**config.mk**
```make
export PLATFORM = sky130hd
export DESIGN_NAME = sr_drive_ctrl
export DESIGN_NICKNAME = d
export VERILOG_FILES = /design/src/rtl/sr_drive_pkg.sv /design/src/rtl/sr_cmd_fifo.sv /design/src/rtl/sr_drive_ctrl.sv
export SDC_FILE = /design/constraint.sdc
export NUM_CORES = 1
export LEC_CHECK = 0
export BUFFER_PORTS_ARGS = -buffer_cell sky130_fd_sc_hd__buf_2
export CAP_MARGIN = 20
export CELL_PAD_IN_SITES_DETAIL_PLACEMENT = 2
export CELL_PAD_IN_SITES_GLOBAL_PLACEMENT = 2
export CORE_ASPECT_RATIO = 1.1
export CORE_UTILIZATION = 40
export CTS_CLUSTER_DIAMETER = 30
export DETAILED_ROUTE_END_ITERATION = 10
export GPL_TIMING_DRIVEN = 0
export HOLD_SLACK_MARGIN = 0.12
export PLACE_DENSITY = 0.86
export SYNTH_ARGS = -nofsm -noshare
export SYNTH_HDL_FRONTEND = slang
export SYNTH_HIERARCHICAL = 1
export SYNTH_SLANG_ARGS = --single-unit
```
**constraint.sdc**
```tcl
create_clock -name clk -period 6.5 [get_ports clk]
set_input_delay 0.65 -clock clk [delete_from_list [all_inputs] [get_ports clk]]
set_output_delay 0.65 -clock clk [all_outputs]
set_load 0.1 [all_outputs]
```
**src/rtl/sr_drive_pkg.sv**
```systemverilog
// Shared types and drive encodings for the SR flip-flop command driver.
package sr_drive_pkg;

  typedef enum logic [1:0] {
    IDLE,
    PULSE,
    SETTLE
  } state_e;

  // {s, r} drive encodings; s and r are never both high.
  localparam logic [1:0] DRV_NONE = 2'b00;
  localparam logic [1:0] DRV_SET  = 2'b10;
  localparam logic [1:0] DRV_RST  = 2'b01;

  function automatic logic [1:0] drv_for(input logic level);
    return level ? DRV_SET : DRV_RST;
  endfunction

endpackage

```
**src/rtl/sr_cmd_fifo.sv**
```systemverilog
// Synchronous request FIFO holding 1-bit target levels.
module sr_cmd_fifo #(
  parameter int unsigned DEPTH = 4
) (
  input  logic                       clk,
  input  logic                       rst,
  input  logic                       push,
  input  logic                       pop,
  input  logic                       din,
  output logic                       dout,
  output logic                       full,
  output logic                       empty,
  output logic [$clog2(DEPTH+1)-1:0] count
);

  localparam int unsigned CW = $clog2(DEPTH + 1);
  localparam int unsigned PW = (DEPTH > 1) ? $clog2(DEPTH) : 1;

  logic [DEPTH-1:0] mem_q;
  logic [PW-1:0]    wr_ptr_q, rd_ptr_q;
  logic [CW-1:0]    count_q;
  logic             push_ok, pop_ok;

  assign full    = (count_q == CW'(DEPTH));
  assign empty   = (count_q == '0);
  assign count   = count_q;
  assign dout    = mem_q[rd_ptr_q];
  assign push_ok = push && !full;
  assign pop_ok  = pop && !empty;

  // Storage, wrapping pointers and occupancy count.
  always_ff @(posedge clk or negedge rst) begin
    if (!rst) begin
      mem_q    <= '0;
      wr_ptr_q <= '0;
      rd_ptr_q <= '0;
      count_q  <= '0;
    end else begin
      if (push_ok) begin
        mem_q[wr_ptr_q] <= din;
        wr_ptr_q <= (wr_ptr_q == PW'(DEPTH - 1)) ? '0 : wr_ptr_q + PW'(1);
      end
      if (pop_ok) begin
        rd_ptr_q <= (rd_ptr_q == PW'(DEPTH - 1)) ? '0 : rd_ptr_q + PW'(1);
      end
      unique case ({push_ok, pop_ok})
        2'b10:   count_q <= count_q + CW'(1);
        2'b01:   count_q <= count_q - CW'(1);
        default: count_q <= count_q;
      endcase
    end
  end

endmodule

```
**src/rtl/sr_drive_ctrl.sv**
```systemverilog
// Turns queued level requests into legal, fixed-width set/reset pulses for an
// SR flip-flop and checks the flip-flop's q against the expected level.
module sr_drive_ctrl
  import sr_drive_pkg::*;
#(
  parameter int unsigned DEPTH       = 4,
  parameter int unsigned HOLD_CYCLES = 2
) (
  input  logic clk,
  input  logic rst,
  input  logic req_valid,
  input  logic req_level,
  output logic req_ready,
  output logic s,
  output logic r,
  input  logic fb_q,
  output logic q_shadow,
  output logic busy,
  output logic err,
  input  logic err_clr
);

  localparam int unsigned CW = $clog2(DEPTH + 1);
  localparam int unsigned HW = $clog2(HOLD_CYCLES + 1);

  state_e        state_q, state_d;
  logic [HW-1:0] hold_q, hold_d;
  logic [1:0]    drv_q, drv_d;
  logic          target_q, target_d;
  logic          shadow_q, shadow_d;
  logic          err_q, err_d;

  logic          fifo_push, fifo_pop, fifo_dout, fifo_full, fifo_empty;
  logic [CW-1:0] fifo_count;

  assign fifo_push = req_valid && !fifo_full;
  assign req_ready = !fifo_full;

  sr_cmd_fifo #(
    .DEPTH(DEPTH)
  ) u_fifo (
    .clk  (clk),
    .rst  (rst),
    .push (fifo_push),
    .pop  (fifo_pop),
    .din  (req_level),
    .dout (fifo_dout),
    .full (fifo_full),
    .empty(fifo_empty),
    .count(fifo_count)
  );

  assign {s, r}   = drv_q;
  assign q_shadow = shadow_q;
  assign err      = err_q;
  assign busy     = (fifo_count != '0) || (state_q != IDLE);

  // Next-state: pop and decide in IDLE, time the pulse, then check feedback.
  always_comb begin
    state_d  = state_q;
    hold_d   = hold_q;
    drv_d    = drv_q;
    target_d = target_q;
    shadow_d = shadow_q;
    err_d    = err_q && !err_clr;
    fifo_pop = 1'b0;
    unique case (state_q)
      IDLE: begin
        if (!fifo_empty) begin
          fifo_pop = 1'b1;
          target_d = fifo_dout;
          // A request matching the current level is consumed without a pulse.
          if (fifo_dout != shadow_q) begin
            hold_d  = HW'(HOLD_CYCLES);
            drv_d   = drv_for(fifo_dout);
            state_d = PULSE;
          end
        end
      end
      PULSE: begin
        hold_d = hold_q - HW'(1);
        if (hold_q == HW'(1)) begin
          drv_d   = DRV_NONE;
          state_d = SETTLE;
        end
      end
      SETTLE: begin
        shadow_d = target_q;
        // A fresh mismatch overrides a simultaneous clear.
        if (fb_q != target_q) err_d = 1'b1;
        state_d = IDLE;
      end
      default: state_d = IDLE;
    endcase
  end

  // State registers; reset drops the drive at once and abandons any pulse.
  always_ff @(posedge clk or negedge rst) begin
    if (!rst) begin
      state_q  <= IDLE;
      hold_q   <= '0;
      drv_q    <= DRV_NONE;
      target_q <= 1'b0;
      shadow_q <= 1'b0;
      err_q    <= 1'b0;
    end else begin
      state_q  <= state_d;
      hold_q   <= hold_d;
      drv_q    <= drv_d;
      target_q <= target_d;
      shadow_q <= shadow_d;
      err_q    <= err_d;
    end
  end

endmodule
```
==> summary.md <==
| Metric | Value |
|---|---|
| Routed Antenna Nets | `0` |
| DR WL/cell | `17.0 um` |
| DRT iter0 DRCs | `7` |
| Clock skew | `between 0.004 and 0.005 ns` |
| First-pass GRT wire length | `between 4 and 5 mm` |
| R2r endpoint | `u_fifo/count[2]` |
| Ant. Diodes | `0` |
| Count of final hold-check violations | `0` |
| Tmin final | `~2.4 ns` |
| Arr. time, crit path | `1.80 ns` |
| Yosys warnings | `6` |
| Sequential area share after synthesis | `a little under half` |
| CP Cell Sequence | `or2_1 > or4_1 > buf_2` |
| TritonCTS clock tree | `built` |
| Global route total overflow | `0` |
| R2R Setup Slk | `approximately 4.1 ns` |
| Syn avg cell area | `10.9 sq um` |
| Synthesized area | `1080 sq um` |
| Sink Count | `20` |
| RSZ-0062 raised after global routing | `no` |
| Io pins | `12` |
| Final GP Congestion | `between 0.6 and 0.7` |
| Critical Path Sink Type | `output port` |
| Origin of the critical flop-to-flop path | `u_fifo/count[1]` |
| Vias | `778` |
| Mapped Cells | `99` |
| Number of global-route vias before repair | `just under 900` |
| Unique masters post-synth | `31` |
| Die Wd | `51.5 um` |
| Final Max Tran Viols | `0` |
| Worst Path Max Fanout | `8` |
| Slew @ Worst Pin | `around 0.5 ns` |
| Via/cell ratio | `roughly 5.4` |
| Area leader, netlist | `dfrtp_1` |
| Post-synthesis register bit count | `20` |
| Buffers on Ports | `11` |
| Placed wire-length estimate | `1.88 mm` |
| Synth area leaders | `dfrtp_1 (46%), ha_1 (8.1%), inv_1 (3.5%)` |
| DRT Wirelength | `2.47 mm` |
| Synth top area share | `between 40 and 50%` |
| WP data required | `around 5.9 ns` |
| Reg2Reg Depth | `10` |
| Longest Clk Path Bufs | `2` |
| Final period util | `37.7%` |
| Achievable Freq | `409 MHz` |
| CP startpoint kind | `register` |
| Max stage delay on crit path | `around 0.48 ns` |
| Die Height | `between 50 and 60 um` |
| Layout area overhead | `12.1%` |
| First-pass DRT Iterations | `2` |
| Die ar. | `2910 sq um` |
| Setup Buffers After CTS | `0` |
| Hold crit path type | `input pin to asynchronous set/reset pin` |
| Slowest cell on the critical path | `dfrtp_1` |
| Initial antenna violation count | `0` |
| Total track usage | `between 20% and 30%` |
| Layout cells sized above 1 | `a little over a fifth` |
| Worst slew margin | `66.3%` |
| Final setup violation count | `0` |
| CTS buffer count | `3` |
| Resize count post-CTS | `0` |
| Hold Buf Count CTS | `0` |
| DRC viols | `0` |
| Initial Util | `~43%` |
| Max-Cap Viols | `0` |
| Row count | `19` |
| Status | `finished, final reports clean` |
| Largest net degree at the start of global routing | `21` |
| Clk slew on worst S/H paths | `between 0.1 and 0.15 ns` |
| Core footprint | `between 2000 and 3000 sq um` |
| Setup tns final | `0 ns` |
| H-tree Lvls | `1` |
| Syn nets | `between 100 and 150` |
| Later-pin clock latency in the skew report | `approximately 0.30 ns` |
| Nets@finish | `between 100 and 150` |
| Setup CP Type | `register to output port` |
| CTS root buf | `clkbuf_4` |
-- stage by stage --
stage	util [%]	cell area [sq um]	hold slack, ns	instances	setup WS [ns]
floorplan	-	1080	0.354	99	4.34
global placement	46.5	1170	0.490	141	4.24
CTS	47.9	1210	0.281	145	4.04
global route	47.9	1210	0.297	145	3.92
detailed placement	46.5	1170	0.511	141	4.08
finish	47.9	1210	0.282	145	4.05
-- how the worst max path moves through the flow --
stage	startpoint	end	slack [ns]	cells past startpoint
global placement	u_fifo/count[0]	u_fifo/count[2]	4.24	10
detailed placement	u_fifo/count[1]	u_fifo/count[2]	4.08	10
CTS	state_q[0]	busy	4.04	3
floorplan	state_q[1]	busy	4.34	2
global route	u_fifo/count[1]	u_fifo/count[2]	3.92	10
finish	state_q[0]	busy	4.05	3
-- cells in the final DEF (no fill, tap or decap), drive strengths merged, types with 2 or more instances in the layout --
| cell type | instances |
|---|---|
| nand2 | 10 |
| ha | 7 |
| nor2b | 2 |
| o22ai | 2 |
| buf | 12 |
| or4 | 2 |
| inv | 10 |
| mux2 | 6 |
| o21ai | 8 |
| xor2 | 3 |
| xnor2 | 2 |
| nand2b | 5 |
| dfrtp | 20 |
| nor2 | 7 |
| clkbuf | 4 |
-- registers in the layout (all words and copies together), names as in the netlist --
signal and count:
state_q 2, drv_q 2, u_fifo/count 3, target_q 1, err 1, q_shadow 1
hold_q 2, u_fifo/wr_ptr_q 2, u_fifo/rd_ptr_q 2, u_fifo/mem_q 4
-- worst max-delay path: cells and delay by family (launching register included) --
family / cells / cell delay, ns
buf+inv: 1 / 0.31
simple gates: 2 / 0.70
flops: 1 / 0.48
-- cells by family after synthesis --
group | after synthesis | synth area share [%]
AOI/OAI and AO/OA | 15 | 8.36
xor gates and xnor gates | 5 | 4.07
adders and majority gates | 8 | 9.99
buffers and inverters | 11 | 4.53
DFF | 20 | 46.5
muxes | 8 | 9.99
and+or+nand+nor | 32 | 16.6
-- layer usage --
metal  track usage [%]  vias up  wire length (um)
met4              8.11        0                37
li1                  -      368                 -
met2              36.0       10              1330
met3              2.44        4                49
met1              24.5      396              1050
met5                 0        -                 0
-- Yosys cell counts --
| cell | count |
|---|---|
| a221o_1 | 1 |
| nor3b_4 | 1 |
| nand3_1 | 1 |
| or2_1 | 1 |
| mux2_1 | 1 |
| o22ai_1 | 2 |
| nor2b_1 | 2 |
| mux2_4 | 2 |
| xnor2_1 | 2 |
| o21ai_0 | 7 |
| buf_6 | 1 |
| a221oi_1 | 1 |
| nor3_1 | 1 |
| inv_1 | 10 |
| nand2b_1 | 5 |
| a21oi_1 | 1 |
| nand3b_1 | 1 |
| fa_1 | 1 |
| mux2i_1 | 1 |
| dfrtp_1 | 20 |
| ha_1 | 7 |
| nand2_1 | 10 |
| nor2_1 | 7 |
| o21ai_1 | 1 |
| mux2_2 | 3 |
| a22oi_1 | 1 |
| or4b_4 | 1 |
| a31oi_1 | 1 |
| mux4_2 | 1 |
| or4_1 | 2 |
| xor2_1 | 3 |
-- layout make-up --
cell class              instances  area, sq um
inverters                      10         37.5
plain buffers                   1         11.3
multi-input cells              68          528
clock buffers                   4         36.3
flip-flops and latches         20          500
repair buffers                 11         55.1
fillers                       283         1310
well taps                      31         38.8
Power is not shown: default switching activity piles up to over one toggle a cycle in this logic, so the estimate is an artifact.
